File: src/rtl/pipe_ctrl_pkg.sv
// Shared types, defaults and output encodings for the pipeline stall controller.
package pipe_ctrl_pkg;

    typedef enum logic [1:0] {
        DRAIN    = 2'd0,
        RUN      = 2'd1,
        MEM_WAIT = 2'd2
    } state_e;

    localparam int unsigned DRAIN_CYCLES_D = 4;
    localparam int unsigned TIMEOUT_D      = 255;
    localparam int unsigned CNT_WIDTH_D    = 16;
    localparam int unsigned DRAIN_W        = 4;
    localparam int unsigned WAIT_W         = 16;

    typedef struct packed {
        logic pc_en;
        logic ifid_en;
        logic idex_en;
        logic exmem_en;
        logic memwb_en;
        logic ifid_bubble;
        logic idex_bubble;
    } ctrl_t;

    // Pipeline fills with bubbles while the front end is held.
    localparam ctrl_t CTRL_DRAIN = '{pc_en: 1'b0, ifid_en: 1'b1, idex_en: 1'b1, exmem_en: 1'b1,
                                     memwb_en: 1'b1, ifid_bubble: 1'b1, idex_bubble: 1'b1};

    // Fixed-priority hazard resolution: memory stall, branch flush, load-use stall, free run.
    function automatic ctrl_t run_ctrl(input logic mem_busy, input logic branch_taken,
                                       input logic load_use);
        ctrl_t c;
        c = '{pc_en: 1'b1, ifid_en: 1'b1, idex_en: 1'b1, exmem_en: 1'b1,
              memwb_en: 1'b1, ifid_bubble: 1'b0, idex_bubble: 1'b0};
        if (mem_busy) begin
            c = '0;
        end else if (branch_taken) begin
            c.ifid_bubble = 1'b1;
            c.idex_bubble = 1'b1;
        end else if (load_use) begin
            c.pc_en       = 1'b0;
            c.ifid_en     = 1'b0;
            c.idex_bubble = 1'b1;
        end
        return c;
    endfunction

endpackage

File: src/rtl/sat_counter.sv
// Saturating up-counter with synchronous clear and synchronous active-high reset.
module sat_counter #(
    parameter int unsigned WIDTH = 16
) (
    input  logic             clk,
    input  logic             reset,
    input  logic             inc_i,
    input  logic             clr_i,
    output logic [WIDTH-1:0] count_o
);

    logic [WIDTH-1:0] count_q;
    logic [WIDTH-1:0] count_d;

    // Clear wins over increment; the count sticks at all-ones.
    always_comb begin
        count_d = count_q;
        if (clr_i) begin
            count_d = '0;
        end else if (inc_i && (count_q != '1)) begin
            count_d = count_q + WIDTH'(1);
        end
    end

    // Count register.
    always_ff @(posedge clk) begin
        if (reset) begin
            count_q <= '0;
        end else begin
            count_q <= count_d;
        end
    end

    assign count_o = count_q;

endmodule

File: src/rtl/pipe_stall_ctrl.sv
// Pipeline stall/flush controller: drains after reset, resolves hazards, tracks stalls and memory timeouts.
module pipe_stall_ctrl
    import pipe_ctrl_pkg::*;
#(
    parameter int unsigned DRAIN_CYCLES = DRAIN_CYCLES_D,
    parameter int unsigned TIMEOUT      = TIMEOUT_D,
    parameter int unsigned CNT_WIDTH    = CNT_WIDTH_D
) (
    input  logic                 clk,
    input  logic                 reset,
    input  logic                 mem_busy,
    input  logic                 branch_taken,
    input  logic                 load_use,
    input  logic                 stall_clr,
    output logic                 pc_en,
    output logic                 ifid_en,
    output logic                 idex_en,
    output logic                 exmem_en,
    output logic                 memwb_en,
    output logic                 ifid_bubble,
    output logic                 idex_bubble,
    output logic [CNT_WIDTH-1:0] stall_count,
    output logic                 mem_timeout
);

    state_e              state_q;
    state_e              state_d;
    logic [DRAIN_W-1:0]  drain_q;
    logic [DRAIN_W-1:0]  drain_d;
    logic                mem_timeout_q;
    logic                mem_timeout_d;
    ctrl_t               ctrl_c;
    logic                wait_inc;
    logic                wait_clr;
    logic                stall_inc;
    logic                timeout_hit;
    logic [WAIT_W-1:0]   wait_cnt;

    // Next-state and hazard outputs; reset forces drain outputs combinationally.
    always_comb begin
        state_d  = state_q;
        drain_d  = '0;
        ctrl_c   = CTRL_DRAIN;
        wait_inc = 1'b0;
        wait_clr = 1'b0;
        if (!reset) begin
            unique case (state_q)
                DRAIN: begin
                    if (drain_q == DRAIN_W'(DRAIN_CYCLES - 1)) begin
                        state_d = RUN;
                    end else begin
                        drain_d = drain_q + DRAIN_W'(1);
                    end
                end
                RUN: begin
                    ctrl_c = run_ctrl(mem_busy, branch_taken, load_use);
                    if (mem_busy) begin
                        state_d = MEM_WAIT;
                    end
                end
                MEM_WAIT: begin
                    ctrl_c = run_ctrl(mem_busy, branch_taken, load_use);
                    if (mem_busy) begin
                        wait_inc = 1'b1;
                    end else begin
                        wait_clr = 1'b1;
                        state_d  = RUN;
                    end
                end
                default: state_d = DRAIN;
            endcase
        end
    end

    // Timeout flags on the edge where the wait count reaches TIMEOUT; clear wins.
    always_comb begin
        stall_inc     = (state_q != DRAIN) && !ctrl_c.pc_en;
        timeout_hit   = wait_inc && (wait_cnt >= WAIT_W'(TIMEOUT - 1));
        mem_timeout_d = stall_clr ? 1'b0 : (mem_timeout_q | timeout_hit);
    end

    // State, drain counter and sticky timeout registers.
    always_ff @(posedge clk) begin
        if (reset) begin
            state_q       <= DRAIN;
            drain_q       <= '0;
            mem_timeout_q <= 1'b0;
        end else begin
            state_q       <= state_d;
            drain_q       <= drain_d;
            mem_timeout_q <= mem_timeout_d;
        end
    end

    sat_counter #(.WIDTH(CNT_WIDTH)) u_stall_cnt (
        .clk     (clk),
        .reset   (reset),
        .inc_i   (stall_inc),
        .clr_i   (stall_clr),
        .count_o (stall_count)
    );

    sat_counter #(.WIDTH(WAIT_W)) u_wait_cnt (
        .clk     (clk),
        .reset   (reset),
        .inc_i   (wait_inc),
        .clr_i   (wait_clr),
        .count_o (wait_cnt)
    );

    assign pc_en       = ctrl_c.pc_en;
    assign ifid_en     = ctrl_c.ifid_en;
    assign idex_en     = ctrl_c.idex_en;
    assign exmem_en    = ctrl_c.exmem_en;
    assign memwb_en    = ctrl_c.memwb_en;
    assign ifid_bubble = ctrl_c.ifid_bubble;
    assign idex_bubble = ctrl_c.idex_bubble;
    assign mem_timeout = mem_timeout_q;

endmodule

File: config.mk
export PLATFORM = sky130hd
export DESIGN_NAME = pipe_stall_ctrl
export DESIGN_NICKNAME = d
export VERILOG_FILES = /design/src/rtl/pipe_ctrl_pkg.sv /design/src/rtl/sat_counter.sv /design/src/rtl/pipe_stall_ctrl.sv
export SDC_FILE = /design/constraint.sdc
export NUM_CORES = 1
export LEC_CHECK = 0
export ABC_AREA = 0
export BUFFER_PORTS_ARGS = -buffer_cell sky130_fd_sc_hd__buf_2
export CORE_MARGIN = 2
export CORE_UTILIZATION = 33
export CTS_CLUSTER_DIAMETER = 150
export CTS_CLUSTER_SIZE = 10
export DETAILED_ROUTE_END_ITERATION = 6
export GPL_ROUTABILITY_DRIVEN = 0
export HOLD_SLACK_MARGIN = 0.12
export PLACE_DENSITY = 0.52
export SYNTH_ARGS = -nofsm -noshare
export SYNTH_HDL_FRONTEND = slang
export SYNTH_SLANG_ARGS = --single-unit
File: constraint.sdc
create_clock -name clk -period 3.9 [get_ports clk]
set_clock_uncertainty 0.15 [all_clocks]
set_input_delay 0.195 -clock clk [delete_from_list [all_inputs] [get_ports clk]]
set_output_delay 0.195 -clock clk [all_outputs]
set_load 0.02 [all_outputs]
==> results of run 1 <==
registers in the layout, summed over array words and instances, names as in the netlist:
name and cells:
state_q 2, u_wait_cnt.count_o 16, mem_timeout 1, drain_q 4
u_stall_cnt.count_o 16
power by group through the flow:
stage	clock (uW)	sequential [uW]	combinational, uW
CTS	284	425	126
detailed placement	0	434	126
floorplan	0	435	97.4
global placement	0	434	125
global route	299	428	142
finish	268	426	126
kinds of logic (layout without fill, tap and decap cells):
| logic type | after synthesis | after routing | synth area share, % |
|---|---|---|---|
| AO/OA/AOI/OAI | 51 | 51 | 15.6 |
| XOR/XNOR | 2 | 2 | 0.776 |
| adder cells (fa/ha/maj) | 7 | 7 | 3.88 |
| buffers and inverters | 21 | 45 | 4.21 |
| flip-flops | 39 | 39 | 34.6 |
| multiplexers | 15 | 15 | 6.65 |
| AND/OR/NAND/NOR | 131 | 131 | 34.3 |
how the worst min path moves through the flow:
stage,from,to,slack [ns]
3_5_place_dp,drain_q[0],drain_q[0],0.29
2_1_floorplan,drain_q[0],drain_q[0],0.27
6_report,reset,u_wait_cnt.count_o[1],0.16
3_3_place_gp,drain_q[0],drain_q[0],0.28
4_1_cts,reset,u_wait_cnt.count_o[1],0.13
5_1_grt,reset,u_wait_cnt.count_o[1],0.14
per-layer routing:
layer	track usage [%]	routed length, um	vias up
met4	5.26	50	0
met1	21.4	2730	968
met2	23.2	2390	49
li1	-	-	1063
met3	3.52	191	4
met5	0	0	-
cell type report:
cell class              count  area, um2  share of cell area, %
well taps                  80        100                   3.97
multi-input cells         206       1380                   54.8
clock inverters             1       5.00                  0.199
repair buffers             29        145                   5.76
flip-flops and latches     39        781                   31.0
inverters                   8       30.0                   1.19
clock buffers               7       76.3                   3.03
layout by cell type (no fill, tap or decap), types with 3 or more instances in the layout:
| master | n |
|---|---|
| nand4_1 | 11 |
| or3_1 | 15 |
| a21o_1 | 3 |
| o31ai_1 | 6 |
| nor2_1 | 11 |
| o211ai_1 | 6 |
| clkbuf_8 | 5 |
| inv_1 | 8 |
| and4_1 | 4 |
| o21ai_0 | 8 |
| buf_2 | 29 |
| nor4_1 | 10 |
| dfxtp_1 | 39 |
| o41ai_1 | 4 |
| mux2i_1 | 15 |
| and3_1 | 5 |
| nand2_1 | 33 |
| a21oi_1 | 16 |
| nor4b_1 | 3 |
| or2_2 | 3 |
| or4_1 | 9 |
| ha_1 | 7 |
| nand3_1 | 12 |
through the flow:
step / hold slack [ns] / setup slack (ns) / instance area [um2]
6_report: 0.157 / 1.41 / 2520
5_1_grt: 0.137 / 1.18 / 2520
4_1_cts: 0.132 / 1.46 / 2520
3_5_place_dp: 0.291 / 1.48 / 2440
3_3_place_gp: 0.285 / 1.51 / 2440
2_1_floorplan: 0.268 / 1.88 / 2260
==> results.cfg, run 1 <==
[final_layout]
final_layout_size_suffix_gt1_share_pct = 16.9
area_growth_pct = 11.6
final_cell_count_no_fill = 370
finish.utilization_pct = 37.5
diodes = 0
nets = 302
nFillCells = 688

[synth]
synthArstFlopShare_pct = 0
yosys-top-cells-area = dfxtp_1, mux2i_1, nand2_1
synth_most_common_cell = dfxtp_1
synth_top_area_cell = dfxtp_1
synth-edff-count = 0
synth.distinct_cells = 48
yosysWarnings = 0
syn_area_mm2 = 0.00226
synth_ff_type = dfxtp_1
syn_nets = 279
synth_common_cells = dfxtp_1, nand2_1, a21oi_1
syn_inst = 266
ys_seq_elements = 39
synth_seq_area_share_pct = 34.6
netlist.area_leader.share_pct = 34.6
synth.avg_cell_area_um2 = 8.49

[global_routing]
grt_usage_pct = 15.3
antenna_found_initial = 0
grt_pass1_vias = 1907
grt_pass1_wl_mm = 9.24
grt_overflow = 0
grt_max_degree = 22

[floorplan]
die_w_um = 86.7
initial_utilization_pct = 33.6
pin_count = 30
rows = 30
die_h_um = 86.7
dieArea_mm2 = 0.00752
coreArea_mm2 = 0.00672

[timing]
min_period_ns = 2.49
rsz0062_at_grt = no
timing.final.hold_violations = 0
tightestPinTransition_ns = 1.04
min_period_over_period_pct = 63.8
slew_headroom_pct = 29.9
final_max_slew_viol_count = 0
finalSetupViolCount = 0
fin_tns_setup_ns = 0
max_freq_mhz = 402

[power_and_ir_drop]
comb_power_share_pct = 15.4
p_switching_uw = 236
clkPwrFrac_pct = 32.7
internal_power_uw = 583
cellLeakagePower_uw = 0.000904
sw_frac_of_total_pct = 28.8
seqPwrFrac_pct = 52.0
power_uw = 819
powerDensity_mw_per_mm2 = 325
ir_drop_mv = 0.168

[drt]
wl_mm = 5.37
wl_per_cell_um = 14.5
drc = 0
first_pass_iters = 4
drt_iter0_drc = 116
vias_per_cell = 5.63
ant_nets = 0
via_count = 2084

[critical_path]
cp_num_buf_inv = 0
cp_top_family = simple AND/OR/NAND/NOR gates
crit_path_start_kind = flip-flop
r2r-end = u_stall_cnt.count_o[6]
crit_end = u_stall_cnt.count_o[6]
cp.arrival_ns = 2.51
crit_path_end_kind = flip-flop
reg2regPathDepth = 5
max_stage_delay_ns = 0.92
crit_type = flip-flop to flip-flop
critPathMaxFanout = 13
rrSetupSlack_ns = 1.41
slowest_stage = nor4_2
r2r-start = u_stall_cnt.count_o[0]
path_cells = ha_1, nand4_2, nor4_2, nor4b_1, mux2i_1
startpoint = u_stall_cnt.count_o[0]
required_ns = 3.92
crit_cells = 5

[clock_network]
clockRootBuffer = clkbuf_8
ctsLongestPathBuffers = 2
cts-resized-gates = 0
post-cts-setup-buffers = 0
cts_sinks = 39
htree_levels = 2
worstSkewPairLatency_ns = 0.29
cts_buffers = 5
cts_tree = yes
cts_hold_buf = 0
clk_pin_slew_worst_paths_ns = 0.08

[placed_design]
io_buffers = 29
dp_cells = 362
dp_hpwl_mm = 3.70

[status]
status = finished clean

[flow_run]
drv_cap = 0

[min_path]
hold_depth = 2
hp-class = input pin to flip-flop
Note: power is estimated with default switching activity, not from simulation.
==> run 2, diff against run 1 <==
==> constraint.sdc (replaced) <==
create_clock -name clk -period 2.5 [get_ports clk]
set_clock_uncertainty 0.15 [all_clocks]
set_input_delay 0.125 -clock clk [delete_from_list [all_inputs] [get_ports clk]]
set_output_delay 0.125 -clock clk [all_outputs]
set_load 0.02 [all_outputs]
==> run 2 against run 1 <==
  * Die area stayed put
  * First-iteration DRC count is 20% higher
  * Sequential cell count stayed put
  * Count of clock-buffer cells in the layout stayed put
  * Sequential power is 56% higher
  * Routed wire length is 0.63% higher
  * Total power is 57% higher
  * Cell area is 2.3% higher
  * Global-route usage is 0.26 points lower
  * Clock power is 55% higher
==> results.cfg, run 2 (synthesis gave the netlist of run 1 again) <==
[status]
status = finished clean

[critical_path]
cp.arrival_ns = 2.25
crit_end = u_stall_cnt.count_o[2]
crit_path_start_kind = flip-flop
startpoint = u_stall_cnt.count_o[0]
slowest_stage = or4_1
critPathMaxFanout = 9
required_ns = 2.59
r2r-start = u_stall_cnt.count_o[0]
crit_type = flip-flop to flip-flop
reg2regPathDepth = 5
path_cells = ha_1, nand4_2, or4_1, a31o_2, nand2_1
max_stage_delay_ns = 0.61
rrSetupSlack_ns = 0.34
crit_path_end_kind = flip-flop
r2r-end = u_stall_cnt.count_o[2]

[final_layout]
diodes = 0
final_cell_count_no_fill = 377
final_common_cell = dfxtp_1
area_growth_pct = 14.1
multi_input_area_mm2 = 0.00138
nFillCells = 690
final_layout_size_suffix_gt1_share_pct = 18.2
register_area_um2 = 781
finish.utilization_pct = 38.3
final_cell_mix = dfxtp_1, nand2_1, buf_2
nets = 309

[drt]
wl_mm = 5.40
ant_nets = 0
drt_iter0_drc = 139
via_count = 2115
drc = 0
vias_per_cell = 5.61
wl_per_cell_um = 14.3
first_pass_iters = 4

[power_and_ir_drop]
power_uw = 1280
cellLeakagePower_uw = 0.000938
ir_drop_mv = 0.343
powerDensity_mw_per_mm2 = 499

[global_routing]
grt_usage_pct = 15.1
antenna_found_initial = 0
grt_max_degree = 22
grt_pass1_wl_mm = 9.07
grt_overflow = 0
grt_pass1_vias = 1892

[clock_network]
post-cts-setup-buffers = 0
htree_levels = 2
clockRootBuffer = clkbuf_8
clk_pin_slew_worst_paths_ns = 0.08
ctsLongestPathBuffers = 2
cts_sinks = 39
worstSkewPairLatency_ns = 0.29
cts_tree = yes
cts_buffers = 5

[timing]
timing.final.hold_violations = 0
fin_tns_setup_ns = 0
tightestPinTransition_ns = 0.436
rsz0062_at_grt = no
min_period_over_period_pct = 86.4
final_max_slew_viol_count = 0
slew_headroom_pct = 70.5
finalSetupViolCount = 0
min_period_ns = 2.16
max_freq_mhz = 463
fin_ws_ns = 0.339

[min_path]
hp-class = input pin to flip-flop

[flow_run]
drv_cap = 0

[floorplan]
rows = 30
pin_count = 30
initial_utilization_pct = 33.6
dieArea_mm2 = 0.00752
coreArea_mm2 = 0.00672
die_h_um = 86.7
die_w_um = 86.7

[placed_design]
pre_cts_slack_ns = 0.369
dp_hpwl_mm = 3.88
io_buffers = 29
dp_cells = 367
run 2: worst min-delay path by stage:
stage / from / to / slack [ns] / cells after the start
final: mem_busy / mem_timeout / 0.17 / 3
after global placement: drain_q[0] / drain_q[0] / 0.28 / 1
after CTS: mem_busy / mem_timeout / 0.16 / 3
after floorplan: drain_q[0] / drain_q[0] / 0.27 / 1
after detailed placement: drain_q[0] / drain_q[0] / 0.29 / 1
after global routing: mem_busy / mem_timeout / 0.21 / 3
run 2: power breakdown:
group | internal [uW] | switching, uW
sequential | 645 | 18.7
clock | 196 | 220
combinational | 77.5 | 127
run 2: per-layer routing:
metal	routed length, um	vias to the layer above	track usage (%)
met5	0	-	0
met4	76	0	5.11
met3	247	5	2.95
met2	2390	45	22.4
met1	2680	995	21.7
li1	-	1070	-
run 2: area by class of cell:
class                           instances  share of cell area (%)
Clock inverter                          1                   0.194
Clock buffer                            7                    2.96
Timing Repair Buffer                   36                    7.87
Multi-Input combinational cell        206                    53.6
Tap cell                               80                    3.89
Sequential cell                        39                    30.3
Inverter                                8                    1.17
run 2: critical path: cells and delay by family (launching register included):
family	cells	cell delay (ns)
flops	1	0.42
compound gates	1	0.28
simple gates	3	0.94
fa+ha+maj	1	0.32
run 2: stage by stage:
stage	hold slack (ns)	area (um2)
3_3_place_gp	0.284	2470
4_1_cts	0.163	2580
5_1_grt	0.206	2580
6_report	0.171	2580
3_5_place_dp	0.288	2470
2_1_floorplan	0.268	2260
run 2: repair_timing:
item / in CTS / in global routing
gates resized for setup: 0 / 0
endpoints found under the hold margin: 12 / 0
hold buffers: 2 / 0
